**config.mk**
```make
export PLATFORM = sky130hd
export DESIGN_NAME = ahb_master_if_flat
export DESIGN_NICKNAME = d
export VERILOG_FILES = /design/src/rtl/ahb_pkg.sv /design/src/rtl/ahb_master_if_if.sv /design/src/rtl/ahb_master_if.sv /design/src/flat_wrapper.sv
export SDC_FILE = /design/constraint.sdc
export NUM_CORES = 1
export LEC_CHECK = 0
export ABC_AREA = 0
export BUFFER_PORTS_ARGS = -buffer_cell sky130_fd_sc_hd__buf_2
export CAP_MARGIN = 20
export CORE_ASPECT_RATIO = 0.6
export CORE_MARGIN = 2
export CORE_UTILIZATION = 35
export CTS_BUF_LIST = sky130_fd_sc_hd__clkbuf_4
export CTS_CLUSTER_DIAMETER = 120
export DETAILED_ROUTE_END_ITERATION = 10
export GPL_TIMING_DRIVEN = 0
export SLEW_MARGIN = 20
export SYNTH_ARGS = -nofsm -noshare
export SYNTH_HDL_FRONTEND = slang
export SYNTH_SLANG_ARGS = --single-unit
export TNS_END_PERCENT = 100
```
**constraint.sdc**
```tcl
create_clock -name clk -period 1.4 [get_ports clk]
set_input_delay 0.21 -clock clk [delete_from_list [all_inputs] [get_ports clk]]
set_output_delay 0.21 -clock clk [all_outputs]
set_load 0.01 [all_outputs]
```
**src/rtl/ahb_pkg.sv**
```systemverilog
// Shared AHB-Lite encodings and memory-map constants.
// Used by the initiator and by the memory slave glue.
package ahb_pkg;

  typedef enum logic [1:0] {
    IDLE   = 2'b00,
    BUSY   = 2'b01,
    NONSEQ = 2'b10,
    SEQ    = 2'b11
  } htrans_t;

  localparam logic [2:0] HSIZE_BYTE = 3'd0;
  localparam logic [2:0] HSIZE_HALF = 3'd1;
  localparam logic [2:0] HSIZE_WORD = 3'd2;

  localparam logic [2:0] HBURST_SINGLE = 3'b000;

  // HADDR[31:24] region tags decoded by the slave glue
  localparam logic [7:0] ROM_BASE = 8'hA0;
  localparam logic [7:0] RAM_BASE = 8'hB0;

endpackage

```
**src/rtl/ahb_master_if_if.sv**
```systemverilog
// Core request/response channel plus AHB-Lite bus, bundled for the initiator.
// The master modport is the initiator's view; slave is the core + memory side.
interface ahb_master_if_if
  import ahb_pkg::*;
#(
  parameter int ADDR_W = 32,
  parameter int DATA_W = 32
);

  // core side
  logic              req_valid;
  logic              req_ready;
  logic              req_write;
  logic [ADDR_W-1:0] req_addr;
  logic [2:0]        req_size;
  logic [3:0]        req_prot;
  logic [DATA_W-1:0] req_wdata;
  logic              rsp_valid;
  logic [DATA_W-1:0] rsp_rdata;
  logic              rsp_err;

  // AHB-Lite side
  logic [ADDR_W-1:0] haddr;
  logic              hwrite;
  logic [2:0]        hsize;
  logic [3:0]        hprot;
  htrans_t           htrans;
  logic [2:0]        hburst;
  logic [DATA_W-1:0] hwdata;
  logic [DATA_W-1:0] hrdata;
  logic              hready;
  logic              hresp;

  modport master (
    input  req_valid, req_write, req_addr, req_size, req_prot, req_wdata,
    output req_ready, rsp_valid, rsp_rdata, rsp_err,
    output haddr, hwrite, hsize, hprot, htrans, hburst, hwdata,
    input  hrdata, hready, hresp
  );

  modport slave (
    output req_valid, req_write, req_addr, req_size, req_prot, req_wdata,
    input  req_ready, rsp_valid, rsp_rdata, rsp_err,
    input  haddr, hwrite, hsize, hprot, htrans, hburst, hwdata,
    output hrdata, hready, hresp
  );

endinterface

```
**src/rtl/ahb_master_if.sv**
```systemverilog
// AHB-Lite initiator: turns one-at-a-time core requests into pipelined single-beat
// transfers (address phase A overlapping data phase D) with in-order responses.
module ahb_master_if
  import ahb_pkg::*;
#(
  parameter int ADDR_W = 32,
  parameter int DATA_W = 32
) (
  input  logic            clk,
  input  logic            reset,
  ahb_master_if_if.master bus
);

  typedef struct packed {
    logic              valid;
    logic              kill;
    logic [ADDR_W-1:0] addr;
    logic              write;
    logic [2:0]        size;
    logic [3:0]        prot;
    logic [DATA_W-1:0] wdata;
  } a_reg_t;

  typedef struct packed {
    logic              valid;
    logic              write;
    logic [DATA_W-1:0] wdata;
  } d_reg_t;

  typedef struct packed {
    logic              valid;
    logic [DATA_W-1:0] rdata;
    logic              err;
  } rsp_reg_t;

  a_reg_t   a_q, a_d;
  d_reg_t   d_q, d_d;
  rsp_reg_t rsp_q, rsp_d;
  logic     kill_pend_q, kill_pend_d;

  logic req_ready;
  logic a_live;
  logic accept;

  // A killed transfer blocks new requests until its error response has gone out.
  assign req_ready = reset && bus.hready && !a_q.kill && !kill_pend_q;
  assign a_live    = a_q.valid && !a_q.kill;
  assign accept    = bus.req_valid && req_ready;

  always_comb begin
    // NOTE: every next-state signal gets a default first, so no path can infer a latch.
    a_d         = a_q;
    d_d         = d_q;
    rsp_d       = '0;
    kill_pend_d = kill_pend_q;

    // D is always empty while a kill response is pending, so the two never collide.
    if (kill_pend_q) begin
      rsp_d.valid = 1'b1;
      rsp_d.err   = 1'b1;
      kill_pend_d = 1'b0;
    end

    if (bus.hready) begin
      if (d_q.valid) begin
        rsp_d.valid = 1'b1;
        rsp_d.err   = bus.hresp;
        rsp_d.rdata = (!d_q.write && !bus.hresp) ? bus.hrdata : '0;
      end

      d_d.valid = a_live;
      if (a_live) begin
        d_d.write = a_q.write;
        d_d.wdata = a_q.wdata;
      end

      if (a_q.valid && a_q.kill) begin
        kill_pend_d = 1'b1;
      end

      if (accept) begin
        a_d.valid = 1'b1;
        a_d.kill  = 1'b0;
        a_d.addr  = bus.req_addr;
        a_d.write = bus.req_write;
        a_d.size  = bus.req_size;
        a_d.prot  = bus.req_prot;
        a_d.wdata = bus.req_wdata;
      end else begin
        a_d.valid = 1'b0;
        a_d.kill  = 1'b0;
      end
    end else if (d_q.valid && bus.hresp && a_q.valid) begin
      // ERROR cycle 1: the pending address phase must go IDLE from the next cycle.
      a_d.kill = 1'b1;
    end
  end

  always_ff @(posedge clk or negedge reset) begin
    if (!reset) begin
      a_q         <= '0;
      d_q         <= '0;
      rsp_q       <= '0;
      kill_pend_q <= 1'b0;
    end else begin
      // NOTE: sequential state uses non-blocking assignment so all flops update together.
      a_q         <= a_d;
      d_q         <= d_d;
      rsp_q       <= rsp_d;
      kill_pend_q <= kill_pend_d;
    end
  end

  always_comb begin
    bus.req_ready = req_ready;
    bus.haddr     = a_q.addr;
    bus.hwrite    = a_q.write;
    bus.hsize     = a_q.size;
    bus.hprot     = a_q.prot;
    bus.htrans    = a_live ? NONSEQ : IDLE;
    bus.hburst    = HBURST_SINGLE;
    bus.hwdata    = d_q.wdata;
    bus.rsp_valid = rsp_q.valid;
    bus.rsp_rdata = rsp_q.rdata;
    bus.rsp_err   = rsp_q.err;
  end

endmodule

```
**src/flat_wrapper.sv**
```systemverilog
// flat-port wrapper written by rule: the top's interface ports become plain ports
module ahb_master_if_flat import ahb_pkg::*;
#(
  parameter int ADDR_W = 32,
  parameter int DATA_W = 32
)
  (clk, reset, bus_req_valid, bus_req_write, bus_req_addr, bus_req_size, bus_req_prot, bus_req_wdata, bus_req_ready, bus_rsp_valid, bus_rsp_rdata, bus_rsp_err, bus_haddr, bus_hwrite, bus_hsize, bus_hprot, bus_htrans, bus_hburst, bus_hwdata, bus_hrdata, bus_hready, bus_hresp);
  ahb_master_if_if #(.ADDR_W(ADDR_W), .DATA_W(DATA_W)) bus_i ();
  input  logic clk;
  input  logic reset;
  input wire logic [$bits(bus_i.req_valid)-1:0] bus_req_valid;
  input wire logic [$bits(bus_i.req_write)-1:0] bus_req_write;
  input wire logic [$bits(bus_i.req_addr)-1:0] bus_req_addr;
  input wire logic [$bits(bus_i.req_size)-1:0] bus_req_size;
  input wire logic [$bits(bus_i.req_prot)-1:0] bus_req_prot;
  input wire logic [$bits(bus_i.req_wdata)-1:0] bus_req_wdata;
  output wire logic [$bits(bus_i.req_ready)-1:0] bus_req_ready;
  output wire logic [$bits(bus_i.rsp_valid)-1:0] bus_rsp_valid;
  output wire logic [$bits(bus_i.rsp_rdata)-1:0] bus_rsp_rdata;
  output wire logic [$bits(bus_i.rsp_err)-1:0] bus_rsp_err;
  output wire logic [$bits(bus_i.haddr)-1:0] bus_haddr;
  output wire logic [$bits(bus_i.hwrite)-1:0] bus_hwrite;
  output wire logic [$bits(bus_i.hsize)-1:0] bus_hsize;
  output wire logic [$bits(bus_i.hprot)-1:0] bus_hprot;
  output wire logic [$bits(bus_i.htrans)-1:0] bus_htrans;
  output wire logic [$bits(bus_i.hburst)-1:0] bus_hburst;
  output wire logic [$bits(bus_i.hwdata)-1:0] bus_hwdata;
  input wire logic [$bits(bus_i.hrdata)-1:0] bus_hrdata;
  input wire logic [$bits(bus_i.hready)-1:0] bus_hready;
  input wire logic [$bits(bus_i.hresp)-1:0] bus_hresp;
  assign bus_i.req_valid = bus_req_valid;
  assign bus_i.req_write = bus_req_write;
  assign bus_i.req_addr = bus_req_addr;
  assign bus_i.req_size = bus_req_size;
  assign bus_i.req_prot = bus_req_prot;
  assign bus_i.req_wdata = bus_req_wdata;
  assign bus_req_ready = bus_i.req_ready;
  assign bus_rsp_valid = bus_i.rsp_valid;
  assign bus_rsp_rdata = bus_i.rsp_rdata;
  assign bus_rsp_err = bus_i.rsp_err;
  assign bus_haddr = bus_i.haddr;
  assign bus_hwrite = bus_i.hwrite;
  assign bus_hsize = bus_i.hsize;
  assign bus_hprot = bus_i.hprot;
  assign bus_htrans = bus_i.htrans;
  assign bus_hburst = bus_i.hburst;
  assign bus_hwdata = bus_i.hwdata;
  assign bus_i.hrdata = bus_hrdata;
  assign bus_i.hready = bus_hready;
  assign bus_i.hresp = bus_hresp;
  ahb_master_if #(.ADDR_W(ADDR_W), .DATA_W(DATA_W)) u_core (.clk(clk), .reset(reset), .bus(bus_i));
endmodule
```
==> out/qor.json <==
{
  "status": {
    "run_status": "finished, violations left",
    "failed_checks": "hold timing, setup timing"
  },
  "placed_design": {
    "place_area_mm2": 0.007416,
    "routabilityCongestion": 0.7270,
    "io_buffer_count": 216,
    "detailed_place_hpwl_mm": 9.208
  },
  "power_and_ir_drop": {
    "comb_power_share": 0.379,
    "p_total_mw": 13.29,
    "vdd.ir_drop.worst_uv": 572.9,
    "power.clock.fraction": 0.195,
    "total_leakage_power_nw": 5.130,
    "cell_internal_pwr_mw": 9.586,
    "pwr_per_cell_area_mw_per_mm2": 1342,
    "p_sw_mw": 3.705,
    "swShare": 0.2787,
    "sequentialPowerShare": 0.426
  },
  "clock_tree": {
    "max-clock-path-buffers": 2,
    "path_clk_slew_ps": 130,
    "cts_buffers": 17,
    "clock_tree.htree_level_count": 4,
    "cts_tree": "done",
    "clock_sinks": 143,
    "clockRootBuffer": "clkbuf_4",
    "clock_insertion_delay_worst_skew_ps": 540,
    "ctsHoldBuffers": 106
  },
  "timing": {
    "hold_slack_ps": -337.5,
    "final_worst_path_period_need_ps": 1684,
    "max_clock_freq_ghz": 0.5940,
    "setup_ws_ps": -283.5,
    "unrepaired_setup_endpoints_after_global_routing": "true",
    "finalHoldViolations": 85,
    "finalSetupViolations": 106,
    "tightest_slew_ps": 655.7,
    "timing.clock.skew_ps": 30.63,
    "max-slew-margin-rel": 0.5629,
    "final_max_slew_viol_count": 0,
    "timing.final.crit_share": 1.203
  },
  "floorplanning": {
    "io_pins": 221,
    "die_y_um": 105.4,
    "fp.coreArea_mm2": 0.01694,
    "num_rows": 37,
    "floorplan.die_area_mm2": 0.01822,
    "horiz_die_dim_um": 172.9,
    "floorplan.initialDensity": 0.3537
  },
  "critical_path": {
    "worst_setup_path_startpoint": "u_core.a_q[72]",
    "crit_arrival_ps": 2100,
    "crit_path_frequent_cell": "buf_12",
    "cp_cell_sequence": "and4bb_2 > buf_6 > buf_12 > nand2_8 > buf_12 > mux2_4",
    "path_max_fanout": 10,
    "timing.reg2reg.setup_slack_ps": -280,
    "r2r.worst_path.cells": 6,
    "worst_r2r_startpoint": "u_core.a_q[72]",
    "worstSetupStartpointType": "flip-flop",
    "worstPathRequired_ps": 1820,
    "crit-reg2reg-capture": "u_core.bus.haddr[2]",
    "critical-path-slowest-cell": "dfrtp_1",
    "setup.worst_path.end_class": "flip-flop",
    "timing.setup.critical_path_class": "reg2reg",
    "slowest_delay_ps": 410
  },
  "run": {
    "maxCapViolations": 0
  },
  "synthesis": {
    "synth_cells": 385,
    "synth.ff_latch_count": 143,
    "synth.cell_area_mm2": 0.005993,
    "synth_seq_area_share": 0.5971,
    "yosys.area_share.xor_xnor": 0,
    "synthDistinctLibCells": 20,
    "synth_top_cell_by_area": "dfrtp_1",
    "synth-adder-area-share": 0,
    "synth_compound_gate_area_share": 0.002714,
    "synth.area.mux_share": 0.2424,
    "yosysWarningCount": 0,
    "synth.area.top_cells": "dfrtp_1 60%, mux2_4 17%, buf_4 9.5%",
    "dominant_combinational_cell_family_by_area_after_synthesis": "multiplexers",
    "proportion_of_netlist_area_held_by_the_largest_area_contributor": 0.5971,
    "syn-mean-instance-area_um2": 15.57,
    "synth_simple_gate_area_frac": 0.04322
  },
  "detailed_routing": {
    "vias_after_detailed_routing": 4149,
    "drtIter0Drc": 91,
    "drt_pass1_iterations": 4,
    "route.final.wire_length_mm": 15.91,
    "via_per_inst": 4.149,
    "drt_wl_cell_um": 15.91,
    "number_of_nets_still_failing_antenna_checks_after_routing": 0,
    "drc_errors": 0
  },
  "grt": {
    "global_route.overflow_total": 0,
    "grt_first_pass_wirelength_mm": 25.44,
    "global_route.usage.total": 0.1809,
    "grt_antenna_before_repair": 1,
    "grt_max_degree": 88,
    "via_count_of_the_first_global_routing_pass": 4763
  },
  "layout": {
    "area.sequential_mm2": 0.003578,
    "post-route-cell-area_mm2": 0.009902,
    "drive_gt1_frac": 0.6144,
    "nets_finish": 862,
    "layout.filler_cells": 1348,
    "multi_input_comb_area_mm2": 0.001826,
    "area_delta_synth_final_pct": 65.22
  },
  "min_path": {
    "worstHoldPathType": "in2async"
  }
}
-- layout make-up --
class | count | area share
sequential | 143 | 0.3614
tap | 234 | 0.02957
clock buffer | 17 | 0.01289
inverter | 2 | 0.0007581
antenna | 1 | 0.0002527
timing repair buffer | 378 | 0.3284
buffer | 55 | 0.06798
multi-input combinational | 156 | 0.1844
clock inverter | 14 | 0.01440
-- layer usage --
layer	up-vias	GRT usage	wire length, um
met1	2024	0.2248	6943
met5	-	0	0
met2	152	0.2946	7601
li1	1948	-	-
met3	25	0.06674	1104
met4	0	0.05690	263
-- timing repair --
item                       in CTS  in global routing
pin swaps                       1                  1
hold endpoints to repair      194                 85
setup endpoints to repair     207                197
cloned                          4                  6
buffers inserted               26                 21
gates resized for setup       164                 22
-- state kept, by name, indices dropped and copies added, names as in the netlist --
signal                count
u_core.a_q               34
u_core.bus.haddr         32
u_core.bus.hprot          4
u_core.bus.hsize          3
u_core.bus.hwdata        32
u_core.bus.hwrite         1
u_core.bus.rsp_err        1
u_core.bus.rsp_rdata     32
u_core.bus.rsp_valid      1
u_core.d_q                2
u_core.kill_pend_q        1
-- how the worst max path moves through the flow --
stage                                 to  depth (start not counted)  slack, ps
floorplan                  u_core.a_q[0]                          4        -30
global placement          u_core.a_q[17]                          5      -2620
detailed placement  u_core.bus.haddr[25]                          5       -580
CTS                        bus_req_ready                          2       -260
global route               bus_req_ready                          2       -330
finish               u_core.bus.haddr[2]                          6       -280
-- Yosys cell counts, drive strengths merged --
cell / instances
o21ai: 2
inv: 2
nor3: 1
nand2b: 1
buf: 86
and2: 32
and4bb: 1
clkbuf: 3
mux2: 106
conb: 1
nand2: 3
nor2b: 1
and3: 1
dfrtp: 143
nor2: 1
a31oi: 1
-- stage by stage --
stage	cells	utilization	hold slack, ps	TNS [ps]	setup WS [ps]
floorplan	388	-	-85.59	-2034	-29.92
global placement	838	0.4355	416.9	-466440	-2624
detailed placement	839	0.4377	256.6	-55640	-577.3
CTS	985	0.5713	-368.8	-18240	-262.1
global route	1000	0.5844	-373.7	-27140	-327.0
finish	1000	0.5844	-337.5	-19270	-283.5
-- worst max-delay path: cells and delay by family, from the launching register on --
kind	cells	cell delay, ps
simple gates	2	430
buf+inv	3	430
flops	1	410
mux	1	300
-- placed cells by master, fill, tap and decap left out, drive strengths merged, types with 2 or more instances in the layout --
| cell | instances |
|---|---|
| clkbuf | 25 |
| and2 | 32 |
| bufinv | 2 |
| conb | 4 |
| o21ai | 2 |
| clkinvlp | 3 |
| buf | 319 |
| inv | 4 |
| nand2 | 5 |
| dlygate4sd3 | 106 |
| clkinv | 7 |
| dfrtp | 143 |
| mux2 | 106 |
-- kinds of logic (layout without fill, tap and decap cells) --
kind of cell	Yosys count	in the layout
other	1	5
multiplexers	106	106
AO/OA/AOI/OAI	3	3
AND/OR/NAND/NOR	41	43
buffers and inverters	91	466
flip-flops	143	143
-- power groups by stage --
stage          Clock [mW]  Combinational, mW  Sequential [mW]
2_1_floorplan           0               2.42             5.43
3_3_place_gp            0               3.46             5.53
3_5_place_dp            0               3.52             5.58
4_1_cts              2.73               4.96             5.63
5_1_grt              2.94               5.32             5.76
6_report             2.60               5.04             5.66
Power figures use the tool's default switching activity.
